==> config.mk <==
export PLATFORM = sky130hd
export DESIGN_NAME = nes_dual_poller
export DESIGN_NICKNAME = d
export VERILOG_FILES = /design/src/rtl/pong_pkg.sv /design/src/rtl/nes_input_sync.sv /design/src/rtl/nes_dual_poller.sv
export SDC_FILE = /design/constraint.sdc
export NUM_CORES = 1
export LEC_CHECK = 0
export ABC_CLOCK_PERIOD_IN_PS = 2700
export BUFFER_PORTS_ARGS = -buffer_cell sky130_fd_sc_hd__buf_2
export CELL_PAD_IN_SITES_DETAIL_PLACEMENT = 0
export CELL_PAD_IN_SITES_GLOBAL_PLACEMENT = 1
export CORE_ASPECT_RATIO = 1.4
export CORE_MARGIN = 2
export CORE_UTILIZATION = 35
export DETAILED_ROUTE_END_ITERATION = 7
export GPL_ROUTABILITY_DRIVEN = 0
export MAX_ROUTING_LAYER = met4
export PLACE_DENSITY = 0.72
export SYNTH_ARGS = -nofsm -noshare
export SYNTH_HDL_FRONTEND = slang
export SYNTH_SLANG_ARGS = --single-unit
export TNS_END_PERCENT = 5
==> constraint.sdc <==
create_clock -name clk -period 2.7 [get_ports clk]
set_clock_uncertainty 0.15 [all_clocks]
set_input_delay 0.675 -clock clk [delete_from_list [all_inputs] [get_ports clk]]
set_output_delay 0.675 -clock clk [all_outputs]
set_load 0.02 [all_outputs]
==> src/rtl/pong_pkg.sv <==
// Shared definitions for the Pong input path: NES button bit positions, the
// pad poller's state encoding and its default line timing.
package pong_pkg;

    localparam int BTN_A      = 0;
    localparam int BTN_B      = 1;
    localparam int BTN_SELECT = 2;
    localparam int BTN_START  = 3;
    localparam int BTN_UP     = 4;
    localparam int BTN_DOWN   = 5;
    localparam int BTN_LEFT   = 6;
    localparam int BTN_RIGHT  = 7;

    // 12 us latch and 6 us half-period at a 25.175 MHz pixel clock
    localparam int NES_LATCH_CYC = 302;
    localparam int NES_HALF_CYC  = 151;

    typedef enum logic [2:0] {
        IDLE  = 3'd0,
        LATCH = 3'd1,
        LOW   = 3'd2,
        HIGH  = 3'd3,
        DONE  = 3'd4
    } nes_state_t;

    function automatic int nes_cnt_width(input int latch_cyc, input int half_cyc);
        return $clog2((latch_cyc > half_cyc) ? latch_cyc : half_cyc);
    endfunction

endpackage

==> src/rtl/nes_input_sync.sv <==
// Two-flop synchroniser for one pad data line. Resets to 1, which the poller
// reads as "button released".
module nes_input_sync (
    input  logic clk,
    input  logic rst_n,
    input  logic din,
    output logic dout
);

    logic meta;

    always_ff @(posedge clk or negedge rst_n) begin
        if (!rst_n) begin
            meta <= 1'b1;
            dout <= 1'b1;
        end else begin
            meta <= din;
            dout <= meta;
        end
    end

endmodule

==> src/rtl/nes_dual_poller.sv <==
// Polls two NES pads over shared latch/clock lines once per start strobe and
// publishes both button bytes together with a one-cycle valid pulse.
module nes_dual_poller
    import pong_pkg::*;
#(
    parameter int LATCH_CYC = NES_LATCH_CYC,
    parameter int HALF_CYC  = NES_HALF_CYC
) (
    input  logic       clk,
    input  logic       rst_n,
    input  logic       start,
    input  logic       nes_data_p1,
    input  logic       nes_data_p2,
    output logic       nes_latch,
    output logic       nes_clk,
    output logic [7:0] buttons_p1,
    output logic [7:0] buttons_p2,
    output logic       valid,
    output logic       busy
);

    localparam int CW = nes_cnt_width(LATCH_CYC, HALF_CYC);
    localparam logic [CW-1:0] LATCH_LOAD = CW'(LATCH_CYC - 1);
    localparam logic [CW-1:0] HALF_LOAD  = CW'(HALF_CYC - 1);

    // state is kept as a named signal so checkers can bind to it directly
    nes_state_t    state, state_nxt;
    logic [CW-1:0] cnt, cnt_nxt;
    logic [2:0]    idx, idx_nxt;
    logic [7:0]    sr_p1, sr_p2;
    logic          sync_p1, sync_p2;
    logic          shift_en;

    nes_input_sync u_sync_p1 (
        .clk  (clk),
        .rst_n(rst_n),
        .din  (nes_data_p1),
        .dout (sync_p1)
    );

    nes_input_sync u_sync_p2 (
        .clk  (clk),
        .rst_n(rst_n),
        .din  (nes_data_p2),
        .dout (sync_p2)
    );

    always_comb begin
        state_nxt = state;
        cnt_nxt   = cnt;
        idx_nxt   = idx;
        shift_en  = 1'b0;
        case (state)
            IDLE: begin
                if (start) begin
                    state_nxt = LATCH;
                    cnt_nxt   = LATCH_LOAD;
                    idx_nxt   = 3'd0;
                end
            end
            LATCH: begin
                if (cnt == '0) begin
                    state_nxt = LOW;
                    cnt_nxt   = HALF_LOAD;
                end else begin
                    cnt_nxt = cnt - 1'b1;
                end
            end
            LOW: begin
                // sample at the very end of the low half, when the pad output has settled longest
                if (cnt == '0) begin
                    shift_en  = 1'b1;
                    state_nxt = HIGH;
                    cnt_nxt   = HALF_LOAD;
                end else begin
                    cnt_nxt = cnt - 1'b1;
                end
            end
            HIGH: begin
                if (cnt == '0) begin
                    if (idx == 3'd7) begin
                        state_nxt = DONE;
                    end else begin
                        idx_nxt   = idx + 1'b1;
                        state_nxt = LOW;
                        cnt_nxt   = HALF_LOAD;
                    end
                end else begin
                    cnt_nxt = cnt - 1'b1;
                end
            end
            DONE: begin
                state_nxt = IDLE;
            end
            default: begin
                state_nxt = IDLE;
            end
        endcase
    end

    // Outputs are registered from the next state so they change on the same
    // edge as the state itself and never glitch.
    always_ff @(posedge clk or negedge rst_n) begin
        if (!rst_n) begin
            state      <= IDLE;
            cnt        <= '0;
            idx        <= 3'd0;
            sr_p1      <= 8'h00;
            sr_p2      <= 8'h00;
            nes_latch  <= 1'b0;
            nes_clk    <= 1'b0;
            buttons_p1 <= 8'h00;
            buttons_p2 <= 8'h00;
            valid      <= 1'b0;
            busy       <= 1'b0;
        end else begin
            state     <= state_nxt;
            cnt       <= cnt_nxt;
            idx       <= idx_nxt;
            nes_latch <= (state_nxt == LATCH);
            nes_clk   <= (state_nxt == HIGH);
            valid     <= (state_nxt == DONE);
            busy      <= (state_nxt == LATCH) || (state_nxt == LOW) || (state_nxt == HIGH);
            if (shift_en) begin
                sr_p1[idx] <= ~sync_p1;
                sr_p2[idx] <= ~sync_p2;
            end
            if (state_nxt == DONE) begin
                buttons_p1 <= sr_p1;
                buttons_p2 <= sr_p2;
            end
        end
    end

endmodule
; Word-level counts from Yosys, hierarchy flattened
; Index checks and enable logic that the tools add are counted.
[word_totals]
regBits = 55
ramBits = 0
output_inout_bits = 20
rom_bits = 0
latchBits = 0
memories = 0
[classes]
n_bitwise = 2
add_sub_neg = 2
n_eq_ne = 12
multipliers = 0
n_mux = 21
div_mod_pow = 0
reduce_logical = 10
shifts = 0
order_cmp = 2
[ops]
columns = op, count
row1 = 9-bit two-way mux, 4
row2 = 9-bit one-hot mux with 3 select lines, 1
row3 = 3-bit two-way mux, 8
row4 = 8-bit bitwise mux, 2
row5 = 3-bit by 2-bit == test with 1-bit output (second input constant), 4
row6 = 3-bit one-hot mux with 4 select lines, 1
row7 = 9-bit logical NOT, 1
row8 = 9-bit by 1-bit subtractor with 9-bit output (second input constant), 1
row9 = 3-bit by 1-bit == test with 1-bit output (second input constant), 2
row10 = 3-bit == test (second input constant), 2
row11 = 2-bit inequality test (second input constant), 3
row12 = 3-bit one-hot mux with 2 select lines, 1
row13 = 3-bit by 4-bit < comparator with 1-bit output (second input constant), 1
row14 = 4-bit AND reduction, 1
row15 = 3-bit by 1-bit adder with 3-bit output (second input constant), 1
row16 = 1-bit demux with 3-bit select, 1
row17 = 3-bit by 1-bit >= comparator with 1-bit output (second input constant), 1
row18 = 3-bit logical NOT, 1
row19 = 1-bit two-way mux, 3
row20 = 3-bit inequality test (second input constant), 1
row21 = 3-bit AND reduction, 1
row22 = 3-bit nonzero test, 1
row23 = 1-bit logical OR, 2
row24 = 1-bit NOT, 2
row25 = other kinds (3), 3

; Longest topological paths before layout
; Gate-level depths: netlist of run 1.
[logic_depth]
ltp_word = 7
mapped_depth = 7

; Hierarchy
; From an unflattened synthesis of run 1, not the netlist that was laid out.
[hier_totals]
cells_unflattened = 208
area_unflattened_um2 = 2527.4
[by_module_without_submodules]
columns = module, area_per_inst_um2, instances, cells_per_inst, seq_area_each_um2
row1 = nes_dual_poller, 2422.3, 1, 204, 1276.2
row2 = nes_input_sync, 52.6, 2, 2, 52.6

; Least setup slack after synthesis of run 1
; OpenSTA, ideal clock, no wires.
[synth_timing]
path_kind = reg2reg
start = reg cnt[0]
end = reg buttons_p1[0]
stages_incl_launch_ff = 8
t_required_ps = 2422
path_buffers = 1
setup_time_ps = 128
slack_ps = 679
t_arrival_ps = 1743
path_cell_list = dfrtp_1 > inv_1 > ha_1 > nor4b_4 > and2_2 > nand4_4 > buf_6 > mux2_1
[synth_between]
elab_chain_cells = 4
elab_cells_between_ends = 6
classes_between = eq/ne: 1 / mux: 4 / reduce/logical: 1
[synth_rtl]
columns = element, line_no
row1 = start: declaration, nes_dual_poller.sv:28  ; logic [CW-1:0] cnt, cnt_nxt;
row2 = start signal: assignment, nes_dual_poller.sv:118  ; cnt <= cnt_nxt;
row3 = 9-bit logical NOT (*), "nes_dual_poller.sv:62, nes_dual_poller.sv:71, nes_dual_poller.sv:80"
row4 = "3-bit two-way mux, on equally long branches", "nes_dual_poller.sv:80, nes_dual_poller.sv:62, nes_dual_poller.sv:71"
row5 = 3-bit one-hot mux with 4 select lines (*), nes_dual_poller.sv:53  ; case (state)
row6 = 3-bit == test (*), nes_dual_poller.sv:128  ; if (state_nxt == DONE) begin
row7 = end signal: assignment, nes_dual_poller.sv:129  ; buttons_p1 <= sr_p1;
row8 = end: declaration, nes_dual_poller.sv:16  ; output logic [7:0] buttons_p1,
; Mark *: on every way between the ends. The rest lies on a longest branch, timed or not.
; A chain may end at the register's enable or synchronous reset.

; Worst setup path in the final report of run 1
[layout_timing]
start = reg cnt[0]
end = reg buttons_p2[4]
[layout_between]
elab_chain_cells = 4
elab_cells_between_ends = 6
classes_between = eq/ne: 1 / mux: 4 / reduce/logical: 1
[layout_rtl]
columns = element, line_no
row1 = 9-bit logical NOT (*), "nes_dual_poller.sv:62, nes_dual_poller.sv:71, nes_dual_poller.sv:80"
row2 = "3-bit two-way mux, on equally long branches", "nes_dual_poller.sv:80, nes_dual_poller.sv:62, nes_dual_poller.sv:71"
row3 = 3-bit one-hot mux with 4 select lines (*), nes_dual_poller.sv:53
row4 = 3-bit == test (*), nes_dual_poller.sv:128
row5 = end signal: assignment, nes_dual_poller.sv:130  ; buttons_p2 <= sr_p2;
row6 = end: declaration, nes_dual_poller.sv:17  ; output logic [7:0] buttons_p2,
; Marked as above.

==> qor.yml, run 1 <==
yosys:
  ys_ff_latch: 55
  synthArstFlopShare: 1.00
  synth_flop_cell: "dfrtp_1"
  synthCells: 205
  yosysWarnings: 0
  syn_avg_cell_area_um2: 12.1
  synth.distinct_cells: 46
  synth_area_um2: 2480
  yosysSeqAreaShare: 0.557
  synth_nets: 214
  synth-edff-count: 0
timing:
  min_period_ps: 2240
  tightest_slew_ps: 501
  hold_viol: 0
  setup_violations: 0
  tns_ps: 0
  max-slew-margin-rel: 0.666
  worst_slack_ps: 456
  fmax_mhz: 446
  period_share: 0.831
  slew_violations: 0
  grt_setup_unrepaired: "no"
min_path:
  hold_path_class: "input pin to async pin"
cells_and_area:
  syn2layout_area_growth_pct: 12.9
  diodes: 0
  fill_cells: 703
  layout_commonest_cell: "dfrtp_1"
  finalNetCount: 240
  drive_gt1_frac: 0.254
  final_cell_mix: "dfrtp_1 (51), buf_2 (24), inv_1 (17), mux2i_1 (17)"
  multi_input_area_um2: 982
  utilization: 0.404
  regArea_um2: 1380
clocking:
  cts_hold_buffers: 0
  cts-root-buf: "clkbuf_8"
  clock_latency_ps: 300
  cts.sinks: 55
  post_cts_resized: 0
  path_clk_slew_ps: 90
  cts_setup_buffers: 0
  cts_tree: "yes"
  htreeDepth: 2
  cts_buffers: 5
  cts_max_path_buffers: 2
drt:
  drcViolationCount: 0
  avgRoutedWirePerCell_um: 13.7
  vias_per_cell: 4.84
  first_iter_violations: 81
  num_vias: 1584
  routed_wl_um: 4480
  drt_pre_antenna_iters: 4
  antenna_left: 0
global_route:
  grt_pass1_vias: 1576
  gr-total-overflow: 0
  grt_antenna_before_repair: 0
  grtUsageTotal: 0.128
  grt_max_degree: 56
  grt_pass1_wl_um: 7600
placement:
  place_ws_ps: 435
  post-dp-hpwl_um: 3200
  io_buffers: 24
setup_path:
  crit_fanout: 18
  arrival_ps: 2280
  crit_path_start_kind: "flip-flop"
  r2r_slack_ps: 460
  worstSetupPathType: "flip-flop to flip-flop"
  cp.required_ps: 2740
  endpoint_kind: "flip-flop"
die:
  dieArea_um2: 7780
  ios: 25
  core_um2: 6940
  chipWidth_um: 75.1
  rows: 36
  die_y_um: 104
  initial_core_util: 0.358
power:
  power.share.switching: 0.213
  comb_power_share: 0.017
  p_seq_frac: 0.643
  p_switching_uw: 276
  p_leak_nw: 1.37
  ir_worst_vdd_uv: 237
  p_per_area_nw_per_um2: 462
  p_int_mw: 1.02
  clkPwrFrac: 0.340
run_status:
  outcome: "finished clean"
flow_run:
  max_cap_viol_count: 0
[critical path, stage by stage, from the launching register on]
cell	delay (ps)
dfrtp_1	410
inv_1	90
ha_1	190
nor4b_4	300
and2_2	240
nand4_4	310
mux2_1	440
[per-layer routing]
metal  vias up  GRT usage  wire length, um
met1       780      0.154             1880
met3        10     0.0233              114
met4         0     0.0514              119
li1        770          -                -
met5         -          -                0
met2        24      0.209             2360
[cells by family after synthesis]
group           count (synthesis)  synth area share
simple gates                   53             0.143
xor+xnor                        1           0.00353
fa+ha+maj                       4            0.0202
flops                          55             0.557
compound gates                 29            0.0792
buf+inv                        28            0.0469
mux                            35             0.150
[flip-flops by register name, summed over array words and instances, names as in the netlist, 3 cells and up]
name and cells:
cnt 9, buttons_p1 8, buttons_p2 8, sr_p1 8
sr_p2 8, idx 3, state 3
[metrics by stage]
step,instance area (um2),power (mW),hold WS (ps),cells
6_report,2800,1.29,199,327
5_1_grt,2800,1.36,213,327
4_1_cts,2800,1.32,211,327
3_5_place_dp,2720,0.873,197,319
3_3_place_gp,2720,0.873,198,319
2_1_floorplan,2480,0.849,195,205
[cells in the mapped netlist, types with 5 or more instances]
library cell   n  area, um2
nand2_1        8       30.0
o21ai_0        6       30.0
dfrtp_1       51       1280
nor2_1         8       30.0
inv_1         17       63.8
o31ai_1        6       45.0
mux2_2         9        101
mux2i_1       17        170
a21oi_1        5       25.0
nor3_1         6       30.0
mux2_1         9        101
[area by class of cell]
| class | count | share of cell area |
|---|---|---|
| clock buffer | 7 | 0.0273 |
| timing repair buffer | 28 | 0.0581 |
| tap | 95 | 0.0424 |
| clock inverter | 1 | 0.00268 |
| inverter | 19 | 0.0255 |
| multi-input combinational | 122 | 0.351 |
| sequential | 55 | 0.493 |
[power groups by stage]
stage | combinational (mW) | sequential (mW) | clock (mW)
after detailed placement | 0.0240 | 0.849 | 0
after floorplan | 0.00333 | 0.845 | 0
after CTS | 0.0242 | 0.833 | 0.463
after global placement | 0.0239 | 0.849 | 0
after global routing | 0.0267 | 0.834 | 0.497
final | 0.0220 | 0.833 | 0.440
[worst paths after layout]
kind,to,start,depth (start not counted)
worst max-delay path,buttons_p2[4]$_DFFE_PN0P_,cnt[0]$_DFFE_PN0P_,6
worst min-delay path,buttons_p1[1]$_DFFE_PN0P_,rst_n,2
worst max register to register,buttons_p2[4]$_DFFE_PN0P_,cnt[0]$_DFFE_PN0P_,6
worst min register to register,u_sync_p2.dout$_DFF_PN1_,u_sync_p2.meta$_DFF_PN1_,0
max in group asynchronous,u_sync_p1.dout$_DFF_PN1_,rst_n,2
min in group clk,u_sync_p2.dout$_DFF_PN1_,u_sync_p2.meta$_DFF_PN1_,0
Power figures use the tool's default switching activity.
==> run 2, diff against run 1 <==
Settings changed: ABC_CLOCK_PERIOD_IN_PS 2700 to 2150.
Clock period 2.7 ns to 2.15 ns, I/O delays scaled along.
==> run 2 against run 1 <==
Critical path type unchanged. Sequential cell count stayed put. Sequential power is 26% higher. Power is 37% higher. Critical endpoint is now sr_p2[5]$_DFFE_PN0P_. Die area stayed put. Global-route usage is 0.80 points higher. Combinational power is 27% higher. Utilization is 1.6 points higher. Highest routed layer unchanged. Clock-buffer cell count is 2 lower. Clock power is 59% higher. Register-to-register slack worse by 350 ps. Largest power group unchanged.
==> qor.yml, run 2 (same netlist as run 1, synthesis figures left out) <==
setup_path:
  reg2reg_depth: 7
  crit_fanout: 6
  worstPathCellList: "inv_1, ha_1, nor4b_4, buf_4, nand2_1, nor3_1, mux2i_1"
  critical_path.max_stage_delay_ps: 410
  cp.required_ps: 2250
  endpoint_kind: "flip-flop"
  crit_path_start_kind: "flip-flop"
  regToRegEndpoint: "sr_p2[5]$_DFFE_PN0P_"
  r2r_slack_ps: 100
  rr_startpoint: "cnt[0]$_DFFE_PN0P_"
  arrival_ps: 2140
  cp_slowest_cell: "dfrtp_1"
  worstSetupPathType: "flip-flop to flip-flop"
cells_and_area:
  regArea_um2: 1380
  largest_register_ffs: 9
  layout_commonest_cell: "dfrtp_1"
  multi_input_area_um2: 982
  largest_register: "cnt"
  diodes: 0
  utilization: 0.420
  finalNetCount: 249
  fill_cells: 709
  final_cell_mix: "dfrtp_1 (50), buf_2 (24), inv_1 (17), mux2i_1 (17), buf_4 (11)"
  drive_gt1_frac: 0.295
  syn2layout_area_growth_pct: 17.5
power:
  p_per_area_nw_per_um2: 609
  ir_worst_vdd_uv: 304
  p_leak_nw: 1.44
die:
  chipWidth_um: 75.1
  core_um2: 6940
  ios: 25
  initial_core_util: 0.358
  dieArea_um2: 7780
  rows: 36
  die_y_um: 104
timing:
  tns_ps: 0
  tightest_slew_ps: 514
  setup_violations: 0
  slew_violations: 0
  period_share: 0.952
  grt_setup_unrepaired: "yes"
  hold_viol: 0
  min_period_ps: 2050
  fmax_mhz: 489
  max-slew-margin-rel: 0.658
global_route:
  grt_pass1_wl_um: 7990
  use_met2: 0.226
  grt_antenna_before_repair: 0
  grt_pass1_vias: 1610
  met3_usage: 0.0292
  grt_max_degree: 35
  globalRoute.busiestLayer: "met2"
  grtUsageTotal: 0.136
  use_met1: 0.161
  gr-total-overflow: 0
drt:
  drt_pre_antenna_iters: 4
  avgRoutedWirePerCell_um: 13.8
  routed_wl_um: 4620
  drcViolationCount: 0
  antenna_left: 0
  num_vias: 1620
  vias_per_cell: 4.82
  first_iter_violations: 76
clocking:
  path_clk_slew_ps: 110
  cts_tree: "yes"
  cts_max_path_buffers: 2
  cts-root-buf: "clkbuf_8"
  clock_latency_ps: 320
  cts.sinks: 55
  cts_buffers: 5
  htreeDepth: 2
run_status:
  outcome: "finished clean"
placement:
  io_buffers: 24
  post-dp-hpwl_um: 3350
min_path:
  hold_path_class: "input pin to async pin"
flow_run:
  max_cap_viol_count: 0
==> run 2: cell types whose count changed in the layout (fill, tap and decap cells not counted) <==
cell,change
buf_12,+1
buf_4,+8
bufinv_16,+1
clkbuf_1,-2
dfrtp_1,-1
dfrtp_2,+1
inv_6,+1
==> run 2: area by class of cell <==
class,count,area share
sequential,55,0.475
tap,95,0.0408
clock inverter,3,0.0159
inverter,19,0.0245
multi-input combinational,122,0.337
clock buffer,5,0.0236
timing repair buffer,37,0.0833
==> run 2: worst max path at each step <==
stage / startpoint / end / slack [ps] / depth (start not counted)
2_1_floorplan: cnt[0]$_DFFE_PN0P_ / buttons_p1[0]$_DFFE_PN0P_ / 130 / 7
3_3_place_gp: cnt[0]$_DFFE_PN0P_ / buttons_p2[3]$_DFFE_PN0P_ / 90 / 6
3_5_place_dp: cnt[0]$_DFFE_PN0P_ / buttons_p2[7]$_DFFE_PN0P_ / 20 / 6
4_1_cts: cnt[0]$_DFFE_PN0P_ / buttons_p2[7]$_DFFE_PN0P_ / 4 / 6
5_1_grt: cnt[0]$_DFFE_PN0P_ / sr_p2[5]$_DFFE_PN0P_ / -90 / 7
6_report: cnt[0]$_DFFE_PN0P_ / sr_p2[5]$_DFFE_PN0P_ / 100 / 7
==> run 2: critical path, delay by kind of cell (launching register included) <==
family        cells  cell delay (ps)
fa+ha+maj         1              170
flops             1              410
buf+inv           2              250
simple gates      3              770
mux               1              230
==> run 2: timing repair <==
item                       CTS  global route
gates resized for setup      0             1
setup endpoints to repair    0            22
hold buffers                 0             0
buffers inserted             0             1
==> run 2: layer usage <==
layer | up-vias | wire length (um)
met5 | - | 0
met4 | 0 | 72
met3 | 6 | 105
met2 | 17 | 2470
met1 | 803 | 1980
li1 | 794 | -
==> run 2: where the power goes <==
group | internal [mW] | total [mW] | switching [mW]
logic | 0.00678 | 0.0279 | 0.0211
registers | 1.04 | 1.05 | 0.00560
clock network | 0.351 | 0.699 | 0.348
==> run 2: stage by stage <==
stage	setup WS (ps)	instances	area, um2	hold slack, ps	power [mW]
4_1_cts	3.86	335	2890	44.8	1.81
3_3_place_gp	87.2	327	2780	198	1.10
6_report	103	336	2910	29.5	1.77
5_1_grt	-92.8	336	2910	47.6	1.85
2_1_floorplan	129	205	2480	91.9	1.07
3_5_place_dp	23.5	327	2780	197	1.10
